## config.mk

```make
export PLATFORM = sky130hd
export DESIGN_NAME = div_iter
export DESIGN_NICKNAME = d
export VERILOG_FILES = /design/src/rtl/div_iter.sv
export SDC_FILE = /design/constraint.sdc
export NUM_CORES = 1
export LEC_CHECK = 0
export CELL_PAD_IN_SITES_DETAIL_PLACEMENT = 0
export CELL_PAD_IN_SITES_GLOBAL_PLACEMENT = 1
export CORE_MARGIN = 2
export CORE_UTILIZATION = 40
export CTS_CLUSTER_SIZE = 16
export DETAILED_ROUTE_END_ITERATION = 12
export PLACE_DENSITY = 0.79
export SETUP_SLACK_MARGIN = 0.05
export SYNTH_ARGS = -nofsm -noshare
export SYNTH_HDL_FRONTEND = slang
export SYNTH_SLANG_ARGS = --single-unit
```

## constraint.sdc

```tcl
create_clock -name clock -period 7.25 [get_ports clock]
set_clock_uncertainty 0.15 [all_clocks]
set_input_delay 2.175 -clock clock [delete_from_list [all_inputs] [get_ports clock]]
set_output_delay 2.175 -clock clock [all_outputs]
set_load 0.05 [all_outputs]
```

## src/rtl/div_iter.sv

```systemverilog
// div_iter: signed restoring divider, one quotient bit per cycle, start-pulse / ready-pulse handshake.
// Optional macro DIV_REMAINDER_EN adds data_remainder, whose sign follows the dividend.
module div_iter #(
   parameter int unsigned WIDTH = 32
) (
   input  logic             clock,
   input  logic             reset,
   input  logic             ctrl_DIV,
   input  logic [WIDTH-1:0] data_operandA,
   input  logic [WIDTH-1:0] data_operandB,
   output logic [WIDTH-1:0] data_result,
   output logic             data_exception,
   output logic             data_resultRDY,
`ifdef DIV_REMAINDER_EN
   output logic [WIDTH-1:0] data_remainder,
`endif
   output logic             busy
);

   localparam int unsigned CntW = $clog2(WIDTH + 1);

   typedef enum logic [1:0] {StIdle, StRun, StDone} state_e;

   state_e           state_q, state_d;
   logic [WIDTH-1:0] quot_q, quot_d;
   logic [WIDTH-1:0] rem_q, rem_d;
   logic [WIDTH-1:0] divs_q, divs_d;
   logic [CntW-1:0]  cnt_q, cnt_d;
   logic             sq_q, sq_d;
   logic             dz_q, dz_d;
   logic [WIDTH-1:0] result_q, result_d;
   logic             exc_q, exc_d;
   logic             rdy_q, rdy_d;
`ifdef DIV_REMAINDER_EN
   logic             sr_q, sr_d;
   logic [WIDTH-1:0] remout_q, remout_d;
`endif

   logic [WIDTH-1:0] mag_a, mag_b, rem_sh;
   logic [WIDTH:0]   trial;

   always_comb begin
      state_d  = state_q;
      quot_d   = quot_q;
      rem_d    = rem_q;
      divs_d   = divs_q;
      cnt_d    = cnt_q;
      sq_d     = sq_q;
      dz_d     = dz_q;
      result_d = result_q;
      exc_d    = exc_q;
      rdy_d    = 1'b0;
`ifdef DIV_REMAINDER_EN
      sr_d     = sr_q;
      remout_d = remout_q;
`endif
      mag_a  = data_operandA[WIDTH-1] ? -data_operandA : data_operandA;
      mag_b  = data_operandB[WIDTH-1] ? -data_operandB : data_operandB;
      rem_sh = {rem_q[WIDTH-2:0], quot_q[WIDTH-1]};
      // Borrow out of the extra top bit means the trial subtraction went negative.
      trial  = {1'b0, rem_sh} - {1'b0, divs_q};

      case (state_q)
         StRun: begin
            quot_d = {quot_q[WIDTH-2:0], ~trial[WIDTH]};
            rem_d  = trial[WIDTH] ? rem_sh : trial[WIDTH-1:0];
            cnt_d  = cnt_q + CntW'(1);
            if (cnt_q == CntW'(WIDTH - 1)) begin
               state_d = StDone;
            end
         end
         StDone: begin
            rdy_d    = 1'b1;
            exc_d    = dz_q;
            result_d = dz_q ? '0 : (sq_q ? -quot_q : quot_q);
`ifdef DIV_REMAINDER_EN
            remout_d = dz_q ? '0 : (sr_q ? -rem_q : rem_q);
`endif
            state_d  = StIdle;
         end
         default: ;
      endcase

      // A start in any state relatches and restarts; DONE still publishes above.
      if (ctrl_DIV) begin
         quot_d  = mag_a;
         divs_d  = mag_b;
         rem_d   = '0;
         cnt_d   = '0;
         sq_d    = data_operandA[WIDTH-1] ^ data_operandB[WIDTH-1];
         dz_d    = (data_operandB == '0);
`ifdef DIV_REMAINDER_EN
         sr_d    = data_operandA[WIDTH-1];
`endif
         state_d = (data_operandB == '0) ? StDone : StRun;
      end
   end

   always_ff @(posedge clock or negedge reset) begin
      if (!reset) begin
         state_q  <= StIdle;
         quot_q   <= '0;
         rem_q    <= '0;
         divs_q   <= '0;
         cnt_q    <= '0;
         sq_q     <= 1'b0;
         dz_q     <= 1'b0;
         result_q <= '0;
         exc_q    <= 1'b0;
         rdy_q    <= 1'b0;
`ifdef DIV_REMAINDER_EN
         sr_q     <= 1'b0;
         remout_q <= '0;
`endif
      end else begin
         state_q  <= state_d;
         quot_q   <= quot_d;
         rem_q    <= rem_d;
         divs_q   <= divs_d;
         cnt_q    <= cnt_d;
         sq_q     <= sq_d;
         dz_q     <= dz_d;
         result_q <= result_d;
         exc_q    <= exc_d;
         rdy_q    <= rdy_d;
`ifdef DIV_REMAINDER_EN
         sr_q     <= sr_d;
         remout_q <= remout_d;
`endif
      end
   end

   assign data_result    = result_q;
   assign data_exception = exc_q;
   assign data_resultRDY = rdy_q;
   assign busy           = (state_q == StRun);
`ifdef DIV_REMAINDER_EN
   assign data_remainder = remout_q;
`endif

endmodule

```

-- Word level (Yosys, flattened, before mapping)
Cells that the tools add are included.
- bits in registers: 139
- input bits: 67
- bitwise gates (word level): 2
- equal/unequal tests: 4
- reduce and logical (&&, ||, !) cells: 4
- mux-type cells: 16
- $add $sub $neg: 5
- operators by type and width (operator ; count):
    $mux W32 ; 6
    $neg A32 Y32 ; 3
    $mux W31 ; 3
    $sub A32 B32 Y33 ; 1
    $logic_not A32 Y1 ; 1
    $mux W6 ; 2
    $add A6 B1 Y6 const B ; 1
    $eq A6 B5 Y1 const B ; 1
    $mux W2 ; 3
    $pmux W2 S2 ; 1
    $ne A3 B2 Y1 const B ; 1
    $reduce_bool A3 Y1 ; 1
    $eq A2 B1 Y1 const B ; 1
    $eq A2 B2 Y1 const B ; 1
    $reduce_and A2 Y1 ; 1
    $reduce_bool A2 Y1 ; 1
    $mux W1 ; 1
    $not A1 Y1 ; 1
    $xor A1 B1 Y1 ; 1

-- Depth between registers and ports, before layout
Gate-level depths: netlist of the first run.
- depth in word-level cells: 4
- gate-level depth with buffers: 13
- depth with buffers taken out: 12

-- Worst setup path before layout of the first run
Ideal clock, no wire load.
- path type: input to register
- from: input port data_operandA[4]
- to: register quot_q[28]
- stages on the path: 8
- arrival: 4.230 ns
- setup time: 0.137 ns
- buffers on the path: 0
- slack: 2.733 ns
- path through: or3_4 -> or4_4 -> or4_4 -> nand2b_4 -> nand2b_4 -> o31ai_4 -> xor2_1 -> a21oi_1
- cells in the longest elaborated chain, start to end: 3
- RTL lines (what ; RTL line ; source):
    start, declared ; 9 ; input logic [WIDTH-1:0] data_operandA,
    $neg A32 Y32 ; 57 ; mag_a = data_operandA[WIDTH-1] ? -data_operandA : data_operandA;
    $mux W32 ; 57 ;
    $mux W32 ; 85 ; if (ctrl_DIV) begin
    end signal, assigned ; 117 ; quot_q <= quot_d;
    end, declared ; 25 ; logic [WIDTH-1:0] quot_q, quot_d;
Every way passes these cells.
A chain may end at the register's enable or synchronous reset.

-- Final worst setup path of the first run
- from: input port data_operandB[13]
- to: register state_q[0]
- cells in the longest elaborated chain, start to end: 3
- RTL lines (what ; RTL line ; source):
    start, declared ; 10 ; input logic [WIDTH-1:0] data_operandB,
    $logic_not A32 Y1 ; 95 ; state_d = (data_operandB == '0) ? StDone : StRun;
    $mux W2 ; 95 ;
    $mux W2 ; 85 ;
    end signal, assigned ; 101 ; state_q <= StIdle;
    end signal, assigned ; 116 ; state_q <= state_d;
    end, declared ; 24 ; state_e state_q, state_d;
Every way passes these cells.

==> impl_metrics.ini, run 1 <==
[logic_synthesis]
ys.flop_type = dfrtp_1
synth_cell_types = 64
synthArstFlopShare = 1.00
synth_seq_cells = 139
yosysWarnings = 0
synth_top_area_share = 0.366
synth.avg_cell_area_um2 = 8.15
seq_area_frac_synth = 0.366
syn-num-nets = 1270
postSynthCellCount = 1166
synthTopCellsByArea = dfrtp_1 (37%), nand2_1 (7.2%), o21ai_0 (6.6%)
synth_top_area_cell = dfrtp_1
synth_edf_count = 0
netlist_area_um2 = 9500

[final_layout]
fin_cells = 1562
n_antenna_cell = 0
fin_area_um2 = 11300
layout_commonest_cell = nand2_1
mostFrequentLayoutCells = nand2_1 (181), dfrtp_1 (139), o21ai_0 (125)
syn_to_final_growth_pct = 19.2
final_net_count = 1334
drive_gt1_frac = 0.0563

[critical_path]
startpoint_type = input port
cp.arrival_ps = 4990
cp_max_fo = 5
cp_slowest_stage_delay_ps = 620
path_depth = 8
r2r_start = quot_q[31]
worstPathRequired_ps = 7400
worst_path_max_delay_cell = or4_1
setup.worst_path.start = data_operandB[13]
crit_type = input port to flop
rrSetupSlack_ps = 3270
cp-end-kind = flop
crit_buf_inv = 1
worst_r2r_path_depth = 13
crit_chain = clkdlybuf4s50_1 -> or4_1 -> nor4_1 -> and2b_1 -> nand3_1 -> or2_2 -> or4b_4 -> nor2b_4
worstSetupEndpoint = state_q[0]
critPathTopFamily = simple AND/OR/NAND/NOR gates
r2r-end = rem_q[2]

[timing]
setup-tns-final_ps = 0
fmax_mhz = 207
drv_slew = 0
hold_viol = 0
setup_viol = 0
rsz0062_at_grt = no
period_share = 0.667
timing.hold.ws_ps = 324
worst_pin_slew_ps = 932
fin_crit_ps = 4840
relSlewSlack = 0.379

[place]
gp_congestion = 0.847
dp_hpwl_mm = 17.5
post-place-cells = 1530
port_buffers = 101
placed_area_um2 = 10700

[floorplanning]
core_area_um2 = 23400
die-area_um2 = 25000
die_height_um = 158
start_util = 0.406
io_pins = 102
rows = 56
die_w_um = 158

[global_route]
grt_pass1_wl_mm = 40.6
grt_use_total = 0.204
grt-ovfl-total = 0
grt_max_degree = 90
grt_pass1_vias = 7924
antenna_found_initial = 0

[clock_network]
cts.repair.resized = 0
post_cts.repair.setup_buffers = 0
clockBufferDepth = 2
cts-buffers-inserted = 17
clock-root-buffer = clkbuf_16
cts_tree = built
path_clk_slew_ps = 70
ctsHtreeMaxLevel = 4
clock-sinks = 139
holdBufCountCts = 0
clkLatencyLatePin_ps = 430

[worst_hold_path]
hold_path.class = flop to flop

[detailed_routing]
ant_nets = 0
drtIter0Drc = 556
vias_per_cell = 5.41
dr.pass1.iters = 5
dr_total_vias = 8445
wl_per_cell_um = 15.8
wirelength_mm = 24.8
remaining_drc_errors = 0

[power]
p_per_area_nw_per_um2 = 195
peakVddDrop_v = 0.000136
total_power_w = 0.00220
power.leakage_nw = 4.92

[run]
maxCapViolations = 0

[status]
status = finished, final reports clean
-- worst min-delay path by stage --
stage	from	end	slack, ps	cells past startpoint
finish	data_result[13]	data_result[13]	320	2
global route	data_result[9]	data_result[9]	350	2
CTS	data_result[4]	data_result[4]	330	2
detailed placement	data_result[22]	data_result[22]	320	2
global placement	data_result[11]	data_result[11]	310	2
floorplan	dz_q	data_result[29]	310	1
-- cells by family after synthesis --
kind of cell             synth area share
AO/OA/AOI/OAI                       0.212
XOR/XNOR                            0.108
adder cells (fa/ha/maj)            0.0495
buffers and inverters              0.0489
flip-flops                          0.366
multiplexers                       0.0201
AND/OR/NAND/NOR                     0.196
-- sequential cells by signal, summed over array words and instances (netlist names) --
| name | count |
|---|---|
| cnt_q | 6 |
| state_q | 2 |
| quot_q | 32 |
| data_result | 32 |
| dz_q | 1 |
| data_resultRDY | 1 |
| sq_q | 1 |
| divs_q | 32 |
| rem_q | 31 |
| data_exception | 1 |
-- area by class of cell --
type / instances / area, um^2
sequential: 139 / 3480
tap: 319 / 399
clock buffer: 17 / 425
clock inverter: 15 / 155
timing repair buffer: 111 / 1080
multi-input combinational: 905 / 5570
inverter: 56 / 210
fill: 2349 / 12100
-- layer usage --
layer  up-vias  GRT usage  routed length [um]
li1       4215          -                   -
met1      3995      0.284               12000
met2       206      0.330               11400
met3        29     0.0293                1020
met4         0     0.0605                 393
met5         -          0                   0
-- synthesized netlist by cell type (all sizes together) (3+ instances only) --
cell	instances
nand2	181
dfrtp	139
o21ai	127
a21oi	87
nor2	87
xor2	71
inv	56
clkbuf	54
xnor2	46
ha	36
o31ai	31
a31oi	27
nand3	24
nor3	20
mux2i	18
and3	15
nand2b	14
o41ai	14
buf	12
or4	12
a211oi	11
or3	11
nand4	10
nor2b	7
nor4	7
o211ai	6
o21a	5
a21o	4
a41oi	4
or2	4
and2	3
-- per-stage QoR --
step / worst slack [ps] / utilization
global route: 2360 / 0.484
detailed placement: 1710 / 0.459
floorplan: 2730 / -
CTS: 2150 / 0.484
global placement: 1780 / 0.459
finish: 2410 / 0.484
-- report_power, final --
part / internal (W) / leakage (nW) / switching [W] / total (W)
Combinational: 0.000184 / 2.88 / 0.000256 / 0.000440
Sequential: 0.000833 / 1.76 / 0.0000629 / 0.000896
Clock: 0.000486 / 0.280 / 0.000381 / 0.000867
-- tightest hold or removal path: cells and delay by family (launching register included) --
| kind | cells | cell delay [ps] |
|---|---|---|
| and+or+nand+nor | 1 | 50 |
| AOI/OAI and AO/OA | 1 | 60 |
| DFF | 1 | 340 |
(Power assumes the default switching activity.)
==> run 2: changes to the inputs <==
==> constraint.sdc (replaced) <==
create_clock -name clock -period 4.65 [get_ports clock]
set_clock_uncertainty 0.15 [all_clocks]
set_input_delay 1.395 -clock clock [delete_from_list [all_inputs] [get_ports clock]]
set_output_delay 1.395 -clock clock [all_outputs]
set_load 0.05 [all_outputs]
==> run 2 against run 1 <==
Against the previous run: utilization increased by 0.12 points; sequential share of layout area decreased by 0.074 points; register-to-register slack got worse by 2500 ps; largest power group unchanged; critical path type unchanged; clock power increased by 52%; routed wire length decreased by 1.1%; critical path depth unchanged; combinational power increased by 56%; via count decreased by 0.71%; non-clock buffer count increased by 3.
==> impl_metrics.ini, run 2 (synthesis gave the netlist of run 1 again) <==
[final_layout]
fin_cells = 1565
n_antenna_cell = 0
mostFrequentLayoutCells = nand2_1 (181), dfrtp_1 (139), o21ai_0 (125)
syn_to_final_growth_pct = 19.4
layout_commonest_cell = nand2_1
final_net_count = 1337
fin_area_um2 = 11300
drive_gt1_frac = 0.0586

[critical_path]
cp_slowest_stage_delay_ps = 630
setup.worst_path.start = data_operandB[13]
crit_chain = clkdlybuf4s50_1 -> or4_1 -> nor4_1 -> and2b_1 -> nand3_1 -> or2_2 -> or4b_4 -> nor2b_4
cp_max_fo = 5
worst_path_max_delay_cell = or4_1
worstPathRequired_ps = 4800
crit_type = input port to flop
r2r_start = quot_q[31]
cp-end-kind = flop
cp.arrival_ps = 4210
startpoint_type = input port

[floorplanning]
die_height_um = 158
rows = 56
die_w_um = 158
io_pins = 102
core_area_um2 = 23400
die-area_um2 = 25000
start_util = 0.406

[place]
port_buffers = 101
gp_congestion = 0.857
dp_hpwl_mm = 17.8
post-place-cells = 1533
placed_area_um2 = 10800

[power]
p_per_area_nw_per_um2 = 300
power.leakage_nw = 4.94
peakVddDrop_v = 0.000181
total_power_w = 0.00341

[clock_network]
holdBufCountCts = 0
clockBufferDepth = 2
cts.repair.resized = 0
ctsHtreeMaxLevel = 4
path_clk_slew_ps = 70
cts_tree = built
cts-buffers-inserted = 17
clkLatencyLatePin_ps = 430
clock-root-buffer = clkbuf_16
clock-sinks = 139
post_cts.repair.setup_buffers = 0

[global_route]
grt_use_total = 0.202
grt_pass1_wl_mm = 40.3
grt_pass1_vias = 8010
antenna_found_initial = 0
grt-ovfl-total = 0
grt_max_degree = 98

[timing]
setup_viol = 0
fmax_mhz = 246
drv_slew = 0
fin_crit_ps = 4060
worst_pin_slew_ps = 960
setup-tns-final_ps = 0
period_share = 0.873
hold_viol = 0
rsz0062_at_grt = no
relSlewSlack = 0.360

[detailed_routing]
ant_nets = 0
wl_per_cell_um = 15.6
remaining_drc_errors = 0
drtIter0Drc = 725
dr.pass1.iters = 5
dr_total_vias = 8385
vias_per_cell = 5.36
wirelength_mm = 24.5

[status]
status = finished, final reports clean

[worst_hold_path]
min_from = data_result[22]
hold_path.class = flop to flop

[run]
maxCapViolations = 0
[run 2: per-layer routing]
metal | global-route usage | up-vias | share of wire
met1 | 0.275 | 3915 | 0.48
met2 | 0.331 | 214 | 0.46
met4 | 0.0686 | 0 | 0.019
met3 | 0.0252 | 26 | 0.040
li1 | - | 4230 | -
met5 | 0 | - | 0
[run 2: final cells by class]
cell class | count | area, um^2
Timing Repair Buffer | 114 | 1130
Multi-Input combinational cell | 905 | 5560
Tap cell | 319 | 399
Fill cell | 2378 | 12100
Clock buffer | 17 | 425
Sequential cell | 139 | 3480
Inverter | 56 | 210
Clock inverter | 15 | 144
[run 2: stage by stage]
| step | setup WS [ps] | util | hold slack, ps |
|---|---|---|---|
| 2_1_floorplan | 913 | - | 306 |
| 3_3_place_gp | 221 | 0.461 | 313 |
| 3_5_place_dp | 172 | 0.461 | 319 |
| 4_1_cts | 620 | 0.485 | 336 |
| 5_1_grt | 511 | 0.485 | 355 |
| 6_report | 592 | 0.485 | 325 |
[run 2: worst paths after layout]
check | endpoint | slack, ps | cells past startpoint
worst max-delay path | state_q[0] | 590 | 8
worst min-delay path | data_result[22] | 330 | 2
worst max register to register | rem_q[17] | 780 | 13
worst min register to register | data_result[22] | 330 | 2
max in group asynchronous | quot_q[13] | 2560 | 2
min in group asynchronous | data_result[4] | 870 | 1
[run 2: report_power, final]
group / total, W / internal (W) / switching (W)
Combinational: 0.000686 / 0.000288 / 0.000398
Clock: 0.00132 / 0.000713 / 0.000612
Sequential: 0.00140 / 0.00130 / 0.000100
Total: 0.00341 / 0.00230 / 0.00111
[run 2: critical path, delay by kind of cell]
kind / cells / cell delay (ps)
simple gates: 7 / 2320
buf+inv: 1 / 490
